==> config.mk <==
export PLATFORM = sky130hd
export DESIGN_NAME = cart_mem_arbiter
export DESIGN_NICKNAME = d
export VERILOG_FILES = /design/src/rtl/cart_mem_arbiter.sv
export SDC_FILE = /design/constraint.sdc
export NUM_CORES = 1
export LEC_CHECK = 0
export ABC_CLOCK_PERIOD_IN_PS = 3900
export BUFFER_PORTS_ARGS = -buffer_cell sky130_fd_sc_hd__buf_2
export CORE_UTILIZATION = 50
export DETAILED_ROUTE_END_ITERATION = 12
export PLACE_DENSITY = 0.88
export SLEW_MARGIN = 20
export SYNTH_ARGS = -nofsm -noshare
export SYNTH_HDL_FRONTEND = slang
export SYNTH_SLANG_ARGS = --single-unit
export TNS_END_PERCENT = 100
==> constraint.sdc <==
create_clock -name CLK -period 3.9 [get_ports CLK]
set_input_delay 0.195 -clock CLK [delete_from_list [all_inputs] [get_ports CLK]]
set_output_delay 0.195 -clock CLK [all_outputs]
set_load 0.005 [all_outputs]
==> src/rtl/cart_mem_arbiter.sv <==
// cart_mem_arbiter
//   Shares the cartridge backing-memory port (MEM_*) between the A-bus cartridge
//   slave (CA) and the host ROM/RAM loader (LD). Round-robin arbitration, loader
//   exclusive lock and a stuck-transfer timeout; one transaction in flight.
//
// Ports
//   CLK, RST_N                    clock, asynchronous active-low reset
//   CA_A/CA_DO/CA_WE/CA_RD        cartridge request (address, wdata, byte WE, read)
//   CA_DI/CA_RDY                  cartridge read data, 1-cycle completion pulse
//   LD_A/LD_DO/LD_WE/LD_RD        loader request
//   LD_DI/LD_RDY                  loader read data, 1-cycle completion pulse
//   LOCK                          loader exclusive: blocks new CA grants
//   MEM_A/MEM_DO/MEM_WE/MEM_RD    memory request (registered)
//   MEM_DI/MEM_RDY                memory read data, 1-cycle completion pulse
//   TO_ERR                        sticky timeout flag
module cart_mem_arbiter #(
  parameter int unsigned AW      = 21,
  parameter int unsigned TIMEOUT = 255
) (
  input  logic          CLK,
  input  logic          RST_N,
  input  logic [AW:1]   CA_A,
  input  logic [15:0]   CA_DO,
  input  logic [1:0]    CA_WE,
  input  logic          CA_RD,
  output logic [15:0]   CA_DI,
  output logic          CA_RDY,
  input  logic [AW:1]   LD_A,
  input  logic [15:0]   LD_DO,
  input  logic [1:0]    LD_WE,
  input  logic          LD_RD,
  output logic [15:0]   LD_DI,
  output logic          LD_RDY,
  input  logic          LOCK,
  output logic [AW:1]   MEM_A,
  output logic [15:0]   MEM_DO,
  output logic [1:0]    MEM_WE,
  output logic          MEM_RD,
  input  logic [15:0]   MEM_DI,
  input  logic          MEM_RDY,
  output logic          TO_ERR
);

  // Counter must hold the value TIMEOUT; keep at least one bit when disabled.
  localparam int unsigned CW = (TIMEOUT > 0) ? $clog2(TIMEOUT + 1) : 1;

  typedef enum logic [1:0] {
    S_IDLE   = 2'd0,
    S_GNT_CA = 2'd1,
    S_GNT_LD = 2'd2,
    S_GAP    = 2'd3
  } state_t;

  state_t          r_state;
  logic            r_last_ld;
  logic            r_is_rd;
  logic [CW-1:0]   r_cnt;
  logic [AW:1]     r_mem_a;
  logic [15:0]     r_mem_do;
  logic [1:0]      r_mem_we;
  logic            r_mem_rd;
  logic [15:0]     r_ca_di;
  logic [15:0]     r_ld_di;
  logic            r_ca_rdy;
  logic            r_ld_rdy;
  logic            r_to_err;

  logic            w_ca_req;
  logic            w_ld_req;
  logic            w_ca_elig;
  logic            w_grant_ca;
  logic            w_grant_ld;
  logic            w_timeout;
  logic [15:0]     w_rd_data;

  // Request decode; LOCK removes CA from arbitration.
  assign w_ca_req  = CA_RD | (|CA_WE);
  assign w_ld_req  = LD_RD | (|LD_WE);
  assign w_ca_elig = w_ca_req & ~LOCK;

  // Round robin: with both eligible, CA wins only if LD was granted last.
  assign w_grant_ca = w_ca_elig & (~w_ld_req | r_last_ld);
  assign w_grant_ld = w_ld_req & ~w_grant_ca;

  // Timeout fires on the GNT cycle where the counter has reached TIMEOUT.
  assign w_timeout = (TIMEOUT != 0) && (r_cnt == CW'(TIMEOUT));

  // MEM_RDY takes precedence over a coincident timeout.
  assign w_rd_data = MEM_RDY ? MEM_DI : 16'hFFFF;

  // Arbiter FSM with registered outputs.
  always_ff @(posedge CLK or negedge RST_N) begin
    if (!RST_N) begin
      r_state   <= S_IDLE;
      r_last_ld <= 1'b1;
      r_is_rd   <= 1'b0;
      r_cnt     <= '0;
      r_mem_a   <= '0;
      r_mem_do  <= 16'h0000;
      r_mem_we  <= 2'b00;
      r_mem_rd  <= 1'b0;
      r_ca_di   <= 16'hFFFF;
      r_ld_di   <= 16'hFFFF;
      r_ca_rdy  <= 1'b0;
      r_ld_rdy  <= 1'b0;
      r_to_err  <= 1'b0;
    end else begin
      r_ca_rdy <= 1'b0;
      r_ld_rdy <= 1'b0;
      case (r_state)
        S_IDLE: begin
          if (w_grant_ca) begin
            r_mem_a   <= CA_A;
            r_mem_do  <= CA_DO;
            r_mem_we  <= CA_WE;
            r_mem_rd  <= CA_RD & ~(|CA_WE);
            r_is_rd   <= ~(|CA_WE);
            r_last_ld <= 1'b0;
            r_cnt     <= '0;
            r_state   <= S_GNT_CA;
          end else if (w_grant_ld) begin
            r_mem_a   <= LD_A;
            r_mem_do  <= LD_DO;
            r_mem_we  <= LD_WE;
            r_mem_rd  <= LD_RD & ~(|LD_WE);
            r_is_rd   <= ~(|LD_WE);
            r_last_ld <= 1'b1;
            r_cnt     <= '0;
            r_state   <= S_GNT_LD;
          end
        end

        S_GNT_CA, S_GNT_LD: begin
          if (MEM_RDY || w_timeout) begin
            r_mem_rd <= 1'b0;
            r_mem_we <= 2'b00;
            if (r_state == S_GNT_CA) begin
              r_ca_rdy <= 1'b1;
              if (r_is_rd) r_ca_di <= w_rd_data;
            end else begin
              r_ld_rdy <= 1'b1;
              if (r_is_rd) r_ld_di <= w_rd_data;
            end
            if (!MEM_RDY) r_to_err <= 1'b1;
            r_state <= S_GAP;
          end else begin
            r_cnt <= r_cnt + CW'(1);
          end
        end

        // One dead cycle so requesters can drop their request after RDY.
        S_GAP: r_state <= S_IDLE;

        default: r_state <= S_IDLE;
      endcase
    end
  end

  assign MEM_A  = r_mem_a;
  assign MEM_DO = r_mem_do;
  assign MEM_WE = r_mem_we;
  assign MEM_RD = r_mem_rd;
  assign CA_DI  = r_ca_di;
  assign CA_RDY = r_ca_rdy;
  assign LD_DI  = r_ld_di;
  assign LD_RDY = r_ld_rdy;
  assign TO_ERR = r_to_err;

endmodule
==> flow_summary_export.csv <==
group,metric,value,unit
outcome,status,"finished, final reports clean",
detailed_routing,drt_iter0_drc,196,
placement,port_buffers,174,
die,start_util,52.70,%
layout,drive_gt1_share,45.44,%
yosys,synthesis.area,4156,sq um
yosys,synth_edf_count,0,
sta,setup_viol,0,
detailed_routing,dr_wl_met2,5266,um
clocking,postCtsSetupBuffers,0,
layout,fillers,634,
power_and_ir_drop,pwr-share-comb,42.8,%
detailed_routing,vias,3579,
layout,multi_input_area,1784,sq um
detailed_routing,dr.max_layer_used,"met4",
yosys,synth_area_leaders,"dfrtp_1, dfstp_2, mux2i_1, a21oi_1, o22a_1",
clocking,cts_resized,0,
sta,grt_setup_unrepaired,"false",
layout,regArea,2218,sq um
detailed_routing,first_pass_iters,4,
yosys,synth_area_per_cell,11.26,sq um
detailed_routing,final_antenna_net_count,0,
sta,fin_worst_skew,10.45,ps
clocking,cts_tree,"done",
detailed_routing,avgRoutedWirePerCell,16.19,um
yosys,yosys.area.top_type,"dfrtp_1",
sta,period_needed,2587,ps
critical_path,crit_chain,"inv_1, ha_2, buf_4, inv_1, nor2_4, a31oi_1",
clocking,insertion_delay,350,ps
die,rows,32,
flow_run,maxCapViolCount,0,
global_route,grt_overflow_total,0,
global_route,grt_antenna_before_repair,0,
detailed_routing,drc,0,
power_and_ir_drop,power_leakage,2.501,nW
power_and_ir_drop,seqPwrFrac,42.5,%
sta,holdWs,70.44,ps
critical_path,slowest_delay,780,ps
die,die_width,93.18,um
sta,finalMaxSlewViolations,0,
yosys,synth_seq_cells,87,
power_and_ir_drop,intPower,0.002471,W
clocking,cts_root_buffer,"clkbuf_8",
power_and_ir_drop,switching_share,37.72,%
placement,gp_routability_congestion,0.9294,
sta,fmax,386.6,MHz
power_and_ir_drop,peakVddDrop,0.3669,mV
sta,fin_setup_tns,0,ps
clocking,clockBufferDepth,2,
critical_path,arrival,2760,ps
sta,max_slew_margin,36.13,%
yosys,netlist_instances,369,
yosys,yosysMostFrequentCell,"a21oi_1",
layout,postLayoutCellArea,5250,sq um
detailed_routing,wirelength,10350,um
layout,num-nets-final,636,
yosys,synth_top_area_share,32.51,%
clocking,cts_htree_levels,3,
global_route,grt_max_degree,88,
die,io_pins,175,
yosys,synthArstFlopShare,100.0,%
critical_path,required,4070,ps
yosys,yosys.cell_types.count,48,
sta,period_share,66.33,%
critical_path,crit_path_start_kind,"flip-flop",
yosys,yosysSeqAreaShare,53.37,%
critical_path,r2r_cells,6,
power_and_ir_drop,p_total,0.003968,W
critical_path,worstSetupPathType,"reg2reg",
yosys,synth_common_cells,"a21oi_1, dfrtp_1, mux2i_1",
die,core,7888,sq um
clocking,postCtsHoldBufs,0,
sta,hold_viol,0,
global_route,grt_first_pass_wirelength,16680,um
detailed_routing,wl_met3,626,um
layout,area.growth.synth_to_final,26.31,%
die,dieArea,8682,sq um
yosys,ys_warn_count,0,
sta,tightest_slew,955.8,ps
clocking,cts_buffers,9,
clocking,clock-sinks,87,
global_route,grtUsageTotal,24.53,%
yosys,syn_nets,473,
yosys,synth_flop_cell,"dfrtp_1",
critical_path,critPathMaxFanout,38,
layout,antenna_cells,0,
global_route,grt_pass1_vias,3571,
critical_path,endpoint_kind,"flip-flop",
power_and_ir_drop,clock_power_share,14.7,%
die,die_height,93.18,um
critical_path,crit_path_top_delay_cell,"nor2_4",
worst_hold_path,min_path_type,"in2reg",
placement,hpwl,7596,um
power_and_ir_drop,p_sw,0.001497,W
worst_hold_path,hold_depth,2,
detailed_routing,via_per_inst,5.601,
critical_path,cp_common_cell,"inv_1",
detailed_routing,route.layer.met1.wl,4268,um
clocking,clkTransAtPathRegs,90,ps
power_and_ir_drop,power.density,755.8,nW/um^2
placement,placed_cell_area,5052,sq um
cells in the final DEF (no fill, tap or decap), types with 4 or more instances in the layout:
master / instances
mux2i_1: 37
a21oi_1: 72
dfstp_2: 33
clkbuf_8: 9
o21ai_0: 10
nor2b_1: 5
dfrtp_1: 54
a31oi_1: 6
a21oi_2: 10
buf_4: 4
nor3_1: 8
nand3_1: 4
o211ai_1: 5
nor2_1: 11
o22a_1: 32
and3_1: 6
buf_2: 173
nand2_1: 5
inv_1: 5
power groups by stage:
stage | Combinational [W] | Clock [W] | Sequential (W)
final | 0.00170 | 0.000582 | 0.00169
after global routing | 0.00189 | 0.000637 | 0.00174
after CTS | 0.00172 | 0.000603 | 0.00169
after detailed placement | 0.00172 | 0 | 0.00170
after global placement | 0.00164 | 0 | 0.00168
after floorplan | 0.00104 | 0 | 0.00170
critical path: cells and delay by family, from the launching register on:
family / cells / cell delay, ps
compound gates: 1 / 170
fa+ha+maj: 1 / 370
buf+inv: 3 / 670
flops: 1 / 390
simple gates: 1 / 780
final cells by class:
class                   count  share of cell area [%]
well taps                 102                   2.431
inverters                   5                  0.3575
clock inverters             7                   1.144
flip-flops and latches     87                   42.25
clock buffers               9                   2.359
multi-input cells         250                   33.98
repair buffers            179                   17.47
registers in the layout, summed over array words and instances, names as in the netlist:
register / cells
MEM_WE: 2
MEM_A: 21
LD_DI: 16
MEM_RD: 1
MEM_DO: 16
r_state: 2
TO_ERR: 1
r_cnt: 8
r_last_ld: 1
LD_RDY: 1
CA_DI: 16
CA_RDY: 1
r_is_rd: 1
per-stage QoR:
step	utilization, %	cells	setup slack (ps)
after detailed placement	64.05	622	1341
after global placement	64.05	622	1418
after global routing	66.56	639	1095
after CTS	66.39	638	1319
final	66.56	639	1313
after floorplan	-	369	2059
metal layers:
| metal | vias up | track usage (%) |
|---|---|---|
| met5 | - | 0 |
| met4 | 0 | 9.231 |
| met3 | 15 | 4.228 |
| met2 | 158 | 42.34 |
| met1 | 1693 | 30.81 |
| li1 | 1713 | - |
path summary, 6_finish.rpt:
kind	end	slack (ps)	startpoint
setup / recovery	r_is_rd	1310	r_state[1]
min in group asynchronous	r_cnt[1]	470	RST_N
max in group asynchronous	r_is_rd	2920	RST_N
setup reg to reg	r_is_rd	1310	r_state[1]
hold reg to reg	TO_ERR	470	TO_ERR
hold / removal	CA_DI[11]	70	MEM_DI[11]
cell families after synthesis:
logic type	after synthesis	synth area share, %
buffers and inverters	32	4.094
DFF	87	53.37
and+or+nand+nor	54	7.406
muxes	37	8.910
AOI/OAI and AO/OA	155	25.02
adders and majority gates	4	1.204
Power figures use the tool's default switching activity.
